<file path="src/rtl/ib_issue_unit.sv">
// Per-warp 2-entry instruction buffer with round-robin issue to the operand collector.
// Also tracks pending branches per warp and reports issue and exit events to the RAU.
module ib_issue_unit (
    input  logic        clk,
    input  logic        rst_n,
    input  logic        Valid_ID_IB,
    input  logic [2:0]  HWWarp_ID_IB,
    input  logic [31:0] Instr_ID_IB,
    input  logic [4:0]  Src1_ID_IB,
    input  logic        Src1_Valid_ID_IB,
    input  logic [4:0]  Src2_ID_IB,
    input  logic        Src2_Valid_ID_IB,
    input  logic [15:0] Imme_ID_IB,
    input  logic        Imme_Valid_ID_IB,
    input  logic [3:0]  ALUop_ID_IB,
    input  logic        RegWrite_ID_IB,
    input  logic        MemWrite_ID_IB,
    input  logic        MemRead_ID_IB,
    input  logic        Shared_Globalbar_ID_IB,
    input  logic        BEQ_ID_IB,
    input  logic        BLT_ID_IB,
    input  logic [1:0]  ScbID_ID_IB,
    input  logic [7:0]  ActiveMask_ID_IB,
    input  logic        Exit_ID_IB,
    output logic [7:0]  Full_IB_ID,
    input  logic        Full_OC_IB,
    input  logic        AllocStall_RAU_IB,
    input  logic        BrResolve_EX_IB,
    input  logic [2:0]  BrWarp_EX_IB,
    input  logic        BrTaken_EX_IB,
    output logic        Valid_IB_OC,
    output logic [31:0] Instr_IB_OC,
    output logic [4:0]  Src1_IB_OC,
    output logic        Src1_Valid_IB_OC,
    output logic [4:0]  Src2_IB_OC,
    output logic        Src2_Valid_IB_OC,
    output logic [15:0] Imme_IB_OC,
    output logic        Imme_Valid_IB_OC,
    output logic [3:0]  ALUop_IB_OC,
    output logic        RegWrite_IB_OC,
    output logic        MemWrite_IB_OC,
    output logic        MemRead_IB_OC,
    output logic        Shared_Globalbar_IB_OC,
    output logic        BEQ_IB_OC,
    output logic        BLT_IB_OC,
    output logic [1:0]  ScbID_IB_OC,
    output logic [7:0]  ActiveMask_IB_OC,
    output logic [2:0]  HWWarp_IB_RAU,
    output logic        ExitEN_IB_RAU,
    output logic [2:0]  ExitWarpID_IB_RAU
);
    typedef struct packed {
        logic [31:0] instr;
        logic [4:0]  src1;
        logic        src1_valid;
        logic [4:0]  src2;
        logic        src2_valid;
        logic [15:0] imme;
        logic        imme_valid;
        logic [3:0]  aluop;
        logic        reg_write;
        logic        mem_write;
        logic        mem_read;
        logic        shared_globalbar;
        logic        beq;
        logic        blt;
        logic [1:0]  scb_id;
        logic [7:0]  active_mask;
    } fields_t;

    typedef struct packed {
        fields_t f;
        logic    exit;
    } entry_t;

    entry_t          mem [8][2];
    logic [7:0][1:0] cnt, cnt_n;
    logic [7:0]      rd_ptr, rd_ptr_n, wr_ptr, wr_ptr_n, br_pend, br_pend_n;
    logic [7:0]      ready, flush, full_n;
    logic [2:0]      last, sel_warp;
    logic            sel_found, issue, push_ok;
    entry_t          wr_entry, head;
    fields_t         bundle_q;

    assign wr_entry = '{f: '{Instr_ID_IB, Src1_ID_IB, Src1_Valid_ID_IB, Src2_ID_IB,
                             Src2_Valid_ID_IB, Imme_ID_IB, Imme_Valid_ID_IB, ALUop_ID_IB,
                             RegWrite_ID_IB, MemWrite_ID_IB, MemRead_ID_IB,
                             Shared_Globalbar_ID_IB, BEQ_ID_IB, BLT_ID_IB, ScbID_ID_IB,
                             ActiveMask_ID_IB},
                        exit: Exit_ID_IB};

    // Readiness uses registered br_pend, so a same-cycle resolve only helps next cycle.
    always_comb begin
        for (int w = 0; w < 8; w++) begin
            ready[w] = (cnt[w] != 2'd0) && !br_pend[w];
        end
    end

    always_comb begin
        logic [2:0] idx;
        // NOTE: every variable gets a default first so no path leaves it unassigned (no latch).
        idx       = '0;
        sel_found = 1'b0;
        sel_warp  = '0;
        for (int i = 1; i <= 8; i++) begin
            idx = last + 3'(i);
            if (!sel_found && ready[idx]) begin
                sel_found = 1'b1;
                sel_warp  = idx;
            end
        end
    end

    assign head  = mem[sel_warp][rd_ptr[sel_warp]];
    assign issue = sel_found && !Full_OC_IB && !AllocStall_RAU_IB;

    always_comb begin
        for (int w = 0; w < 8; w++) begin
            flush[w] = (BrResolve_EX_IB && BrTaken_EX_IB && BrWarp_EX_IB == 3'(w)) ||
                       (issue && head.exit && sel_warp == 3'(w));
        end
    end

    // A push into a full warp is only legal when that warp pops in the same cycle.
    assign push_ok = Valid_ID_IB && !flush[HWWarp_ID_IB] &&
                     (cnt[HWWarp_ID_IB] != 2'd2 || (issue && sel_warp == HWWarp_ID_IB));

    always_comb begin
        cnt_n     = cnt;
        rd_ptr_n  = rd_ptr;
        wr_ptr_n  = wr_ptr;
        br_pend_n = br_pend;
        if (BrResolve_EX_IB) br_pend_n[BrWarp_EX_IB] = 1'b0;
        if (issue) begin
            rd_ptr_n[sel_warp] = ~rd_ptr[sel_warp];
            cnt_n[sel_warp]    = cnt_n[sel_warp] - 2'd1;
            if (head.f.beq || head.f.blt) br_pend_n[sel_warp] = 1'b1;
            if (head.exit)                br_pend_n[sel_warp] = 1'b0;
        end
        if (push_ok) begin
            wr_ptr_n[HWWarp_ID_IB] = ~wr_ptr[HWWarp_ID_IB];
            cnt_n[HWWarp_ID_IB]    = cnt_n[HWWarp_ID_IB] + 2'd1;
        end
        for (int w = 0; w < 8; w++) begin
            if (flush[w]) begin
                cnt_n[w]    = 2'd0;
                rd_ptr_n[w] = 1'b0;
                wr_ptr_n[w] = 1'b0;
            end
            full_n[w] = (cnt_n[w] == 2'd2);
        end
    end

    // NOTE: storage is not reset; the counts gate every read, so stale contents are never seen.
    always_ff @(posedge clk) begin
        if (push_ok) mem[HWWarp_ID_IB][wr_ptr[HWWarp_ID_IB]] <= wr_entry;
    end

    always_ff @(posedge clk) begin
        if (!rst_n) begin
            cnt               <= '0;
            rd_ptr            <= '0;
            wr_ptr            <= '0;
            br_pend           <= '0;
            last              <= 3'd7;
            Full_IB_ID        <= '0;
            Valid_IB_OC       <= 1'b0;
            ExitEN_IB_RAU     <= 1'b0;
            bundle_q          <= '0;
            HWWarp_IB_RAU     <= '0;
            ExitWarpID_IB_RAU <= '0;
        end else begin
            // NOTE: non-blocking assignments so every register samples pre-edge values.
            cnt           <= cnt_n;
            rd_ptr        <= rd_ptr_n;
            wr_ptr        <= wr_ptr_n;
            br_pend       <= br_pend_n;
            Full_IB_ID    <= full_n;
            Valid_IB_OC   <= issue;
            ExitEN_IB_RAU <= issue && head.exit;
            if (issue) begin
                last          <= sel_warp;
                bundle_q      <= head.f;
                HWWarp_IB_RAU <= sel_warp;
                if (head.exit) ExitWarpID_IB_RAU <= sel_warp;
            end
        end
    end

    assign {Instr_IB_OC, Src1_IB_OC, Src1_Valid_IB_OC, Src2_IB_OC, Src2_Valid_IB_OC,
            Imme_IB_OC, Imme_Valid_IB_OC, ALUop_IB_OC, RegWrite_IB_OC, MemWrite_IB_OC,
            MemRead_IB_OC, Shared_Globalbar_IB_OC, BEQ_IB_OC, BLT_IB_OC, ScbID_IB_OC,
            ActiveMask_IB_OC} = bundle_q;
endmodule

</file>
<file path="config.mk">
export PLATFORM = sky130hd
export DESIGN_NAME = ib_issue_unit
export DESIGN_NICKNAME = d
export VERILOG_FILES = /design/src/rtl/ib_issue_unit.sv
export SDC_FILE = /design/constraint.sdc
export NUM_CORES = 2
export LEC_CHECK = 0
export CAP_MARGIN = 5
export CELL_PAD_IN_SITES_DETAIL_PLACEMENT = 1
export CELL_PAD_IN_SITES_GLOBAL_PLACEMENT = 1
export CORE_MARGIN = 2
export CORE_UTILIZATION = 50
export CTS_BUF_LIST = sky130_fd_sc_hd__clkbuf_16
export CTS_CLUSTER_DIAMETER = 50
export CTS_CLUSTER_SIZE = 12
export DETAILED_ROUTE_END_ITERATION = 8
export PLACE_DENSITY = 0.81
export REMOVE_ABC_BUFFERS = 1
export SLEW_MARGIN = 0
export SYNTH_ARGS = -nofsm -noshare
export SYNTH_HDL_FRONTEND = slang
export SYNTH_SLANG_ARGS = --single-unit
</file>
<file path="constraint.sdc">
create_clock -name clk -period 11.87 [get_ports clk]
set_input_delay 2.374 -clock clk [delete_from_list [all_inputs] [get_ports clk]]
set_output_delay 2.374 -clock clk [all_outputs]
set_load 0.05 [all_outputs]
</file>
==> Word level (Yosys, flattened, before mapping) <==
Memory sizes are Yosys's and may differ from the RTL's.
Cells that the tools add are included.
{ "op_classes": {"addsub": 9, "magnitude_cmp": 17, "eq_ne": 24, "mux": 80, "bitwise": 10, "n_reduce_logical": 89} }
{ "ops": {"columns": ["cell", "count"], "rows": [
  ["$mux 82", 4],
  ["$mux 164", 1],
  ["$demux 82 s1", 1],
  ["$lt 3x4->1 const B", 11],
  ["$logic_and 1x1->1", 42],
  ["$mux 8", 5],
  ["$bmux 1 s3", 11],
  ["$bwmux 16", 2],
  ["$mux 16", 2],
  ["$mux 2", 13],
  ["$eq 3x3->1 const B", 8],
  ["$mux 3", 8],
  ["$mux 1", 23],
  ["$bmux 2 s3", 3],
  ["$logic_not 1->1", 18],
  ["$and 8x8->8", 2],
  ["$bwmux 8", 2],
  ["$eq 2x2->1 const B", 8],
  ["$not 8->8", 2],
  ["$reduce_bool 2->1", 8],
  ["$reduce_or 2->1", 8],
  ["$add 3x3->3 const B", 4],
  ["$demux 2 s3", 2],
  ["$eq 3x2->1 const B", 4],
  ["other kinds (17)", 37]
]} }
{ "word_totals": {"reg_bits": 140, "ramBits": 1312, "in_bits": 95, "out_inout_bits": 97, "mem_count": 1} }
{ "memory_table": {"columns": ["name", "depth", "width", "read_ports", "rd_ports_with_merged_regs", "wr", "line_no", "rtl"], "rows": [
  ["mem", 8, 164, 1, 0, 1, "76", "entry_t mem [8][2];"]
]} }

==> Depth between registers and ports, before layout <==
{ "logic_depth": {"word_depth": 43, "depth_mapped": 26} }

==> Worst setup path after synthesis <==
Ideal clock, no wire load.
{ "synth_timing": {"path_type": "register to register", "start": "register last[0]", "end": "memory mem[7][0] in the netlist's numbering, enable pin", "setup_time_ns": 0.525, "arrival_time_ns": 8.040, "t_required_ns": 11.345, "path_slack_ns": 3.305, "stages_incl_launch_ff": 19, "n_path_buf": 4, "synth_period_minus_slack_ns": 8.565, "cell_sequence": "dfxtp_1 -> buf_4 -> inv_2 -> buf_2 -> ha_1 -> clkbuf_4 -> mux2_2 -> mux4_2 -> o21ai_2 -> nor2_2 -> a32o_1 -> o21a_1 -> nor3_2 -> buf_6 -> mux4_2 -> or3_1 -> a31oi_2 -> nand4_1 -> nor2_1"} }
{ "synth_between": {"elab_chain_cells": 41, "elab_cells_between_ends": 97} }
{ "synth_lines": {"columns": ["item", "line_no", "rtl"], "rows": [
  ["start: declaration", "80", "logic [2:0] last, sel_warp;"],
  ["start signal: assignment", "182", "last <= sel_warp;"],
  ["$add 3x1->3", "106", "idx = last + 3'(i);"],
  ["$bmux 1 s3", "107", "if (!sel_found && ready[idx]) begin"],
  ["$mux 1 (not written as such)", "107", null],
  ["$mux 1", "107", null],
  ["$logic_not 1->1", "107", null],
  ["$logic_and 1x1->1", "107", null],
  ["$mux 1", "107", null],
  ["$logic_not 1->1", "107", null],
  ["(+25 left out)", null, null],
  ["$logic_or 1x1->1", "119", "flush[w] = (BrResolve_EX_IB && BrTaken_EX_IB && BrWarp_EX_IB == 3'(w)) ||"],
  ["$bmux 1 s3", "125", "assign push_ok = Valid_ID_IB && !flush[HWWarp_ID_IB] &&"],
  ["$mux 1 (not written as such)", "125", null],
  ["$logic_not 1->1", "125", null],
  ["$logic_and 1x1->1", "125", null],
  ["$logic_and 1x1->1 *", "125", null],
  ["$mux 1 *", "156", "if (push_ok) mem[HWWarp_ID_IB][wr_ptr[HWWarp_ID_IB]] <= wr_entry;"],
  ["$mux 164 (not written as such) *", "156", null],
  ["end: declaration", "76", null]
]} }
Every way passes the cells marked *; elsewhere a longest branch is shown, timed or not. The select of a mux whose other input is x is not followed.

==> Worst setup path after layout <==
{ "layout_timing": {"start": "register last[1]", "end": "memory mem[7][63] in the netlist's numbering, enable pin"} }
The elaborated chain is that of the path after synthesis.

==> flow_summary.ini <==
[sta]
fin_crit_ps = 9180
slew_headroom_pct = 11.8
layout_setup_ws_ps = 2690
timing.fmax_mhz = 109
maxSlewViolCount = 0
final.setup_skew_ps = 31.8
worst-slew-pin-transition_ps = 1320
setup_tns_ps = 0
finalHoldViolCount = 0
rsz0062_at_grt = false
finalCritPeriodShare_pct = 77.3
setup_viol = 0

[min_path]
min_path_type = flop to flop

[final_layout]
syn2layout_area_growth_pct = 13.4
layout.cells.non_filler = 6487
fin_nets = 4943
fillers = 11400
drive_above_1_share_pct = 6.96

[clock_network]
cts.sinks = 1452
clk_latency_ps = 770
clk_path_buf_depth = 3
cts_buffers = 150
clk_pin_slew_ps = 50
htreeDepth = 4
root_buffer = clkbuf_16
hold_buffers = 0
cts_resized = 0
cts_tree = built
post-cts-setup-buffers = 0

[worst_setup_path]
cp.required_ps = 12250
path_class = flop to flop
end_kind = flop
critical_path_arrival_ps = 9560
worst_path_max_delay_cell = nor2_4
crit_chain = inv_2, ha_1, mux2_2, mux4_2, o21a_1, nand4_1, a22o_1, nand2_8, a41oi_1, a22o_1, and2_4, o211ai_1, a31oi_2, nand4_1, nor2_4, buf_4
start_kind = flop
path_max_fanout = 125
crit_path_max_incr_delay_ps = 1050

[route]
drc = 0
dr.pass1.iters = 5
wire_per_inst_microns = 28.6
drt_iter0_markers = 5014
via_per_inst = 6.39
wl_met1_mm = 74.1
vias = 41500
met3_length_mm = 14.8
drt-total-wl_mm = 185
routed-wl-met2_mm = 91.3
top_layer = met5
ant_nets = 0

[synth]
synthDominantCellAreaShare_pct = 66.9
synth_common_cells = nand2_1, edfxtp_1, nand3_1, clkbuf_1, a311oi_1
synthesis.instances = 4776
synth.avg_cell_area_sq_um = 12.3
synth_flop_cell = edfxtp_1
ys_async_sr_fraction_pct = 0
synth_edf_count = 1312
yosysMostFrequentCell = nand2_1
yosysWarnings = 0
synth_top_area_cell = edfxtp_1
synth_seq_cells = 1452
syn_area_sq_um = 58900
synth.distinct_cells = 100
synth_area_leaders = edfxtp_1, nand2_1, nand3_1
ys_seq_area_share_pct = 71.7

[flow_run]
max_cap_violations = 0

[grt]
track_usage_pct = 30.5
grt_pass1_wl_mm = 278
grt_antenna_before_repair = 11
grt_pass1_vias = 43500
grt_max_degree = 202
grt_overflow_total = 0

[floorplan]
die_w_microns = 347
die_h_microns = 347
die_area_sq_um = 120000
io_pins = 192
start_util_pct = 50.5
fp.coreArea_sq_um = 117000
rows = 125

[placed_design]
dp.cells = 6218
port_buffers = 191
gp_congestion = 0.915
place_ws_ps = 2720
hpwl_mm = 102

[status]
outcome = finished clean
## cell families after synthesis
group                      count (synthesis)  share of synthesized area (%)
and+or+nand+nor                         2388                           17.7
xor gates and xnor gates                  11                          0.176
buffers and inverters                    347                           2.35
DFF                                     1452                           71.7
AOI/OAI and AO/OA                        525                           6.96
muxes                                     51                           1.10
adders and majority gates                  2                         0.0425
## final cells by class
class	instances	area [sq um]	share of cell area, %
diodes	7	17.5	0.0263
clock buffers	155	3880	5.81
clock inverters	107	729	1.09
inverters	14	55.1	0.0825
multi-input cells	2977	15400	23.1
flip-flops and latches	1452	42200	63.3
well taps	1524	1910	2.86
repair buffers	251	2490	3.73
## path summary, 6_finish.rpt
path,startpoint,endpoint,slack (ps),depth (start not counted)
worst max-delay path,last[1],mem[7][63],2690,16
worst min-delay path,HWWarp_IB_RAU[2],HWWarp_IB_RAU[2],460,2
worst max register to register,last[1],mem[7][63],2690,16
worst min register to register,HWWarp_IB_RAU[2],HWWarp_IB_RAU[2],460,2
## metrics by stage
step / util [%] / area [sq um] / hold slack [ps]
3_3_place_gp: 53.3 / 62100 / 445
3_5_place_dp: 53.3 / 62100 / 451
2_1_floorplan: - / 57500 / 433
6_report: 57.3 / 66700 / 457
4_1_cts: 57.2 / 66700 / 459
5_1_grt: 57.3 / 66700 / 487
## cell usage in the layout, fill, tap and decap left out, drive strengths merged, types with 14 or more instances in the layout
master,n
nand2,1348
nor2,177
nor2b,14
a311oi,243
clkdlybuf4s50,191
o22ai,16
and3,83
mux2,16
clkinv,20
mux2i,26
o21ai,41
nand3,679
buf,60
dfxtp,140
clkbuf,155
nor3,19
a21oi,109
edfxtp,1312
inv,91
## sequential cells by signal, summed over array words and instances (netlist names), 8 cells and up
name and cells:
ActiveMask_IB_OC 8, Full_IB_ID 8, Imme_IB_OC 16, Instr_IB_OC 32, br_pend 8, cnt 16, mem 1312, rd_ptr 8
wr_ptr 8
## layer usage
| layer | global-route usage, % | vias to the layer above |
|---|---|---|
| met5 | 0 | - |
| li1 | - | 17700 |
| met3 | 4.70 | 352 |
| met2 | 50.6 | 2146 |
| met1 | 41.4 | 21300 |
| met4 | 9.88 | 6 |
## critical path: cells and delay by family, from the launching register on
family | cells | cell delay, ps
compound gates | 6 | 2100
buf+inv | 2 | 980
simple gates | 5 | 2820
mux | 2 | 990
fa+ha+maj | 1 | 940
flops | 1 | 820
Power is left out: the tool's default activity adds up to more than one toggle a clock period on the data nets, which glitch-free logic cannot reach.
